[config.mk]
export PLATFORM = sky130hd
export DESIGN_NAME = permutation_step3
export DESIGN_NICKNAME = d
export VERILOG_FILES = /design/src/rtl/ascon_pack.sv /design/src/rtl/ascon_sbox.sv /design/src/rtl/permutation_step3.sv
export SDC_FILE = /design/constraint.sdc
export NUM_CORES = 2
export LEC_CHECK = 0
export ABC_AREA = 0
export BUFFER_PORTS_ARGS = -buffer_cell sky130_fd_sc_hd__buf_2
export CAP_MARGIN = 10
export CORE_AREA = 4 4 347 349
export DETAILED_ROUTE_END_ITERATION = 7
export DIE_AREA = 0 0 351 353
export GPL_TIMING_DRIVEN = 0
export SETUP_SLACK_MARGIN = 0.3
export SYNTH_ARGS = -nofsm -noshare
export SYNTH_HDL_FRONTEND = slang
export SYNTH_HIERARCHICAL = 1
export SYNTH_SLANG_ARGS = --single-unit
[constraint.sdc]
create_clock -name clock_i -period 31 [get_ports clock_i]
set_input_delay 1.55 -clock clock_i [delete_from_list [all_inputs] [get_ports clock_i]]
set_output_delay 1.55 -clock clock_i [all_outputs]
set_load 0.02 [all_outputs]
[src/rtl/ascon_pack.sv]
// ascon_pack: shared types and constants for the ASCON permutation round.
//   type_state  : five 64-bit state words x0..x4 (index 0 = x0)
//   SBOX_TABLE  : 5-bit ASCON S-box, indexed by the column value {x0,x1,x2,x3,x4}
//   round_const : 8-bit round constant XORed into the low byte of x2
//   ror64       : 64-bit rotate right
package ascon_pack;

   typedef logic [0:4][63:0] type_state;

   localparam logic [4:0] SBOX_TABLE [0:31] = '{
      5'h04, 5'h0B, 5'h1F, 5'h14, 5'h1A, 5'h15, 5'h09, 5'h02,
      5'h1B, 5'h05, 5'h08, 5'h12, 5'h1D, 5'h03, 5'h06, 5'h1C,
      5'h1E, 5'h13, 5'h07, 5'h0E, 5'h00, 5'h0D, 5'h11, 5'h18,
      5'h10, 5'h0C, 5'h01, 5'h19, 5'h16, 5'h0A, 5'h0F, 5'h17
   };

   // High nibble counts down while the low nibble counts up; rounds 12..15
   // simply follow the same formula.
   function automatic logic [7:0] round_const(input logic [3:0] r);
      return {4'hF - r, r};
   endfunction

   function automatic logic [63:0] ror64(input logic [63:0] x, input logic [5:0] n);
      logic [127:0] dbl;
      dbl = {x, x} >> n;
      return dbl[63:0];
   endfunction

endpackage

[src/rtl/ascon_sbox.sv]
// ascon_sbox: combinational 5-bit ASCON S-box for one bit column.
//   x_i : column {x0[j],x1[j],x2[j],x3[j],x4[j]}, x0 is the MSB
//   y_o : substituted column, same bit order
module ascon_sbox import ascon_pack::*; (
   input  logic [4:0] x_i,
   output logic [4:0] y_o
);
   assign y_o = SBOX_TABLE[x_i];
endmodule

[src/rtl/permutation_step3.sv]
// permutation_step3: one ASCON permutation round per enabled clock.
//   clock_i        : rising-edge clock
//   resetb_i       : asynchronous active-high reset, clears state and C_o
//   permutation_i  : external state, used when selectionp_i = 0
//   data_i         : block absorbed into x0 (bypass_i=0, mode_int_ext_i=0)
//   key_i          : key injected into x3/x4 (bypass_i=0, mode_int_ext_i=1)
//   selectionp_i   : 0 = permutation_i, 1 = internal state register
//   enable_i       : 1 = state and C_o registers may update
//   bypass_i       : 1 = skip the begin-XOR
//   mode_int_ext_i : begin-XOR source select
//   round_i        : round index selecting the constant
//   permutation_o  : state register
//   C_o            : registered x0 after the data XOR
module permutation_step3 import ascon_pack::*; (
   input  logic          clock_i,
   input  logic          resetb_i,
   input  type_state     permutation_i,
   input  logic [63:0]   data_i,
   input  logic [127:0]  key_i,
   input  logic          selectionp_i,
   input  logic          enable_i,
   input  logic          bypass_i,
   input  logic          mode_int_ext_i,
   input  logic [3:0]    round_i,
   output type_state     permutation_o,
   output logic [63:0]   C_o
);

   type_state   state_q, state_d;
   logic [63:0] c_q, c_d;
   type_state   mux_s, bx_s, ca_s, sb_s;
   logic [4:0]  col_in  [0:63];
   logic [4:0]  col_out [0:63];

   // input mux -> begin-XOR -> constant addition -> column slicing
   always_comb begin
      mux_s = selectionp_i ? state_q : permutation_i;
      bx_s  = mux_s;
      if (!bypass_i) begin
         if (!mode_int_ext_i) begin
            bx_s[0] = mux_s[0] ^ data_i;
         end else begin
            bx_s[3] = mux_s[3] ^ key_i[127:64];
            bx_s[4] = mux_s[4] ^ key_i[63:0];
         end
      end
      ca_s = bx_s;
      ca_s[2][7:0] = bx_s[2][7:0] ^ round_const(round_i);
      for (int j = 0; j < 64; j++) begin
         col_in[j] = {ca_s[0][j], ca_s[1][j], ca_s[2][j], ca_s[3][j], ca_s[4][j]};
      end
   end

   for (genvar j = 0; j < 64; j++) begin : g_sbox
      ascon_sbox u_sbox (.x_i(col_in[j]), .y_o(col_out[j]));
   end

   // reassemble words from columns, linear diffusion, next-state select
   always_comb begin
      sb_s = '0;
      for (int j = 0; j < 64; j++) begin
         sb_s[0][j] = col_out[j][4];
         sb_s[1][j] = col_out[j][3];
         sb_s[2][j] = col_out[j][2];
         sb_s[3][j] = col_out[j][1];
         sb_s[4][j] = col_out[j][0];
      end
      state_d = state_q;
      c_d     = c_q;
      if (enable_i) begin
         state_d[0] = sb_s[0] ^ ror64(sb_s[0], 6'd19) ^ ror64(sb_s[0], 6'd28);
         state_d[1] = sb_s[1] ^ ror64(sb_s[1], 6'd61) ^ ror64(sb_s[1], 6'd39);
         state_d[2] = sb_s[2] ^ ror64(sb_s[2], 6'd1)  ^ ror64(sb_s[2], 6'd6);
         state_d[3] = sb_s[3] ^ ror64(sb_s[3], 6'd10) ^ ror64(sb_s[3], 6'd17);
         state_d[4] = sb_s[4] ^ ror64(sb_s[4], 6'd7)  ^ ror64(sb_s[4], 6'd41);
         // C_o captures the ciphertext word only on a data-absorb cycle
         if (!bypass_i && !mode_int_ext_i) c_d = bx_s[0];
      end
   end

   always_ff @(posedge clock_i or posedge resetb_i) begin
      if (resetb_i) begin
         state_q <= '0;
         c_q     <= '0;
      end else begin
         state_q <= state_d;
         c_q     <= c_d;
      end
   end

   assign permutation_o = state_q;
   assign C_o           = c_q;

endmodule

==> flow_summary.yaml <==
flow_run:
  drv_cap: 0
global_routing:
  grt_use_total_pct: 33.5
  grt_pass1_wl_mm: 287
  grt_overflow: 0
  grt_pass1_vias: 35100
  grt_antenna_before_repair: 23
  grt_start_max_net_pins: 116
place:
  port_buffers: 903
  dpl.hpwl_mm: 185
  pre_cts_ws_ns: 23.93
  dpl.cell_count: 6696
  gp_congestion: 0.991
sta:
  post-route-period-util_pct: 20.4
  worst_pin_slew_ns: 1.31
  hold_viol: 0
  setup_violations: 0
  finClkSkew_ns: 0.0220
  drv_slew: 0
  fin_crit_ns: 6.32
  rsz0062_at_grt: "no"
  relSlewSlack_pct: 12.2
  setup-tns-final_ns: 0
  fin_ws_ns: 24.68
  fmaxAchievable_ghz: 0.158
cts:
  cts_sinks: 384
  cts_buffers: 52
  clk_latency_ns: 0.66
  cts-htree-levels: 2
  cts_tree: "built"
  cts_hold_buf: 0
  cts_root_buf: "clkbuf_16"
  clk_pin_slew_ns: 0.06
  clock_path_buffers: 3
  cts.repair.resized: 0
  cts_setup_buffers: 0
floorplan:
  core_um2: 117000
  die_y_um: 353
  initial_core_util_pct: 36.2
  die_area_um2: 124000
  die_w_um: 351
  ios: 906
  floorplan.rows: 126
drt:
  routed_wl_mm: 216
  avgRoutedWirePerCell_um: 31.8
  drc: 0
  drt-initial-drc-count: 3319
  num_vias: 36800
  postRouteAntennaNets: 0
  dr.pass1.iters: 6
  vias_per_cell: 5.41
worst_setup_path:
  critPathMaxFanout: 10
  end_kind: "register"
  critPathArrivalTime_ns: 6.85
  cp.required_ns: 31.54
  cp-start-kind: "input pin"
  crit_type: "input pin to register"
logic_synthesis:
  yosysTopAreaCell: "dfrtp_1"
  synth_ff_type: "dfrtp_1"
  yosys-top-cells-area: "dfrtp_1 (23%), xnor2_1 (16%), mux2_2 (15%)"
  synth_edf_count: 0
  yosys_warnings: 6
  synth_common_cells: "xnor2_1 (780), mux2_2 (568), dfrtp_1 (384), ha_1 (384), xor2_1 (316)"
  netlist_instances: 4248
  syn_avg_cell_area_um2: 10.0
  yosysMostFrequentCell: "xnor2_1"
  synth_nets: 5154
  synth.distinct_cells: 29
  synth_area_um2: 42500
  async_flop_share_pct: 100
  yosys.area.top_type_share_pct: 22.6
  synth_seq_area_share_pct: 22.6
  synth-seq-cells: 384
worst_hold_path:
  hold_path_class: "register to register"
final_layout:
  area_growth_pct: 19.9
  fillers: 11600
  drive_above_1_share_pct: 35.5
  finalNetCount: 6121
  final_cells: 6804
outcome:
  status: "completed"
## layer usage
metal	vias up	part of all wire [%]	global-route usage (%)
met5	-	0.029	0
met4	10	5.7	15.8
met3	404	6.8	5.40
met2	1657	46	54.3
met1	18400	42	43.3
li1	16300	-	-
## registers in the layout, summed over array words and instances (netlist names)
register	count
permutation_o	320
C_o	64
## metrics by stage
step | utilization (%) | hold slack [ns] | instance area (um^2)
5_1_grt | 43.4 | 0.517 | 51000
3_3_place_gp | 41.7 | 0.487 | 49000
3_5_place_dp | 41.8 | 0.490 | 49100
2_1_floorplan | - | 0.636 | 42500
6_report | 43.4 | 0.502 | 51000
4_1_cts | 43.4 | 0.503 | 51000
## placed cells by master (no fill, tap or decap), types with 72 or more instances in the layout
cell type | netlist | layout
nand2_1 | 264 | 264
dfrtp_1 | 384 | 384
a21oi_1 | 184 | 184
xnor2_1 | 780 | 780
xor2_1 | 316 | 316
nor2_1 | 201 | 201
nor3_1 | 72 | 72
inv_1 | 193 | 192
ha_1 | 384 | 384
nor3b_1 | 168 | 168
mux2i_1 | 180 | 180
mux2_2 | 568 | 568
buf_2 | 68 | 971
## final timing paths
path | start | endpoint | slack [ns] | cells past startpoint
min reg2reg | C_o[4] | C_o[4] | 0.50 | 1
max reg2reg | permutation_o[43] | permutation_o[238] | 27.09 | 10
min in group asynchronous | resetb_i | C_o[4] | 0.95 | 2
min | C_o[4] | C_o[4] | 0.50 | 1
max in group asynchronous | resetb_i | permutation_o[161] | 28.41 | 5
max | selectionp_i | permutation_o[204] | 24.68 | 14
## critical path: stages
cell     delay [ns]
buf_2          0.36
buf_6          0.35
buf_2          0.70
buf_2          0.55
mux2i_1        0.49
xor2_1         0.43
inv_1          0.12
ha_1           0.39
and3b_4        0.23
o41ai_2        0.37
o41a_1         0.62
xnor2_1        0.18
xnor2_1        0.18
mux2_2         0.28
## area by class of cell
| class | count | area, um^2 | area share, % |
|---|---|---|---|
| diodes | 9 | 22.5 | 0.0442 |
| plain buffers | 164 | 1190 | 2.33 |
| clock buffers | 67 | 1500 | 2.94 |
| clock inverters | 31 | 330 | 0.648 |
| inverters | 193 | 732 | 1.44 |
| multi-input cells | 3507 | 31000 | 60.8 |
| flip-flops and latches | 384 | 9610 | 18.8 |
| well taps | 1536 | 1920 | 3.77 |
| repair buffers | 913 | 4680 | 9.18 |
## cell families after synthesis
kind of cell | synth area share, %
xor gates and xnor gates | 22.9
and+or+nand+nor | 11.4
muxes | 20.3
adders and majority gates | 11.3
DFF | 22.6
AOI/OAI and AO/OA | 6.97
buffers and inverters | 4.49
Power is left out: the tool's default activity adds up to more than one toggle a clock period on the data nets, which glitch-free logic cannot reach.
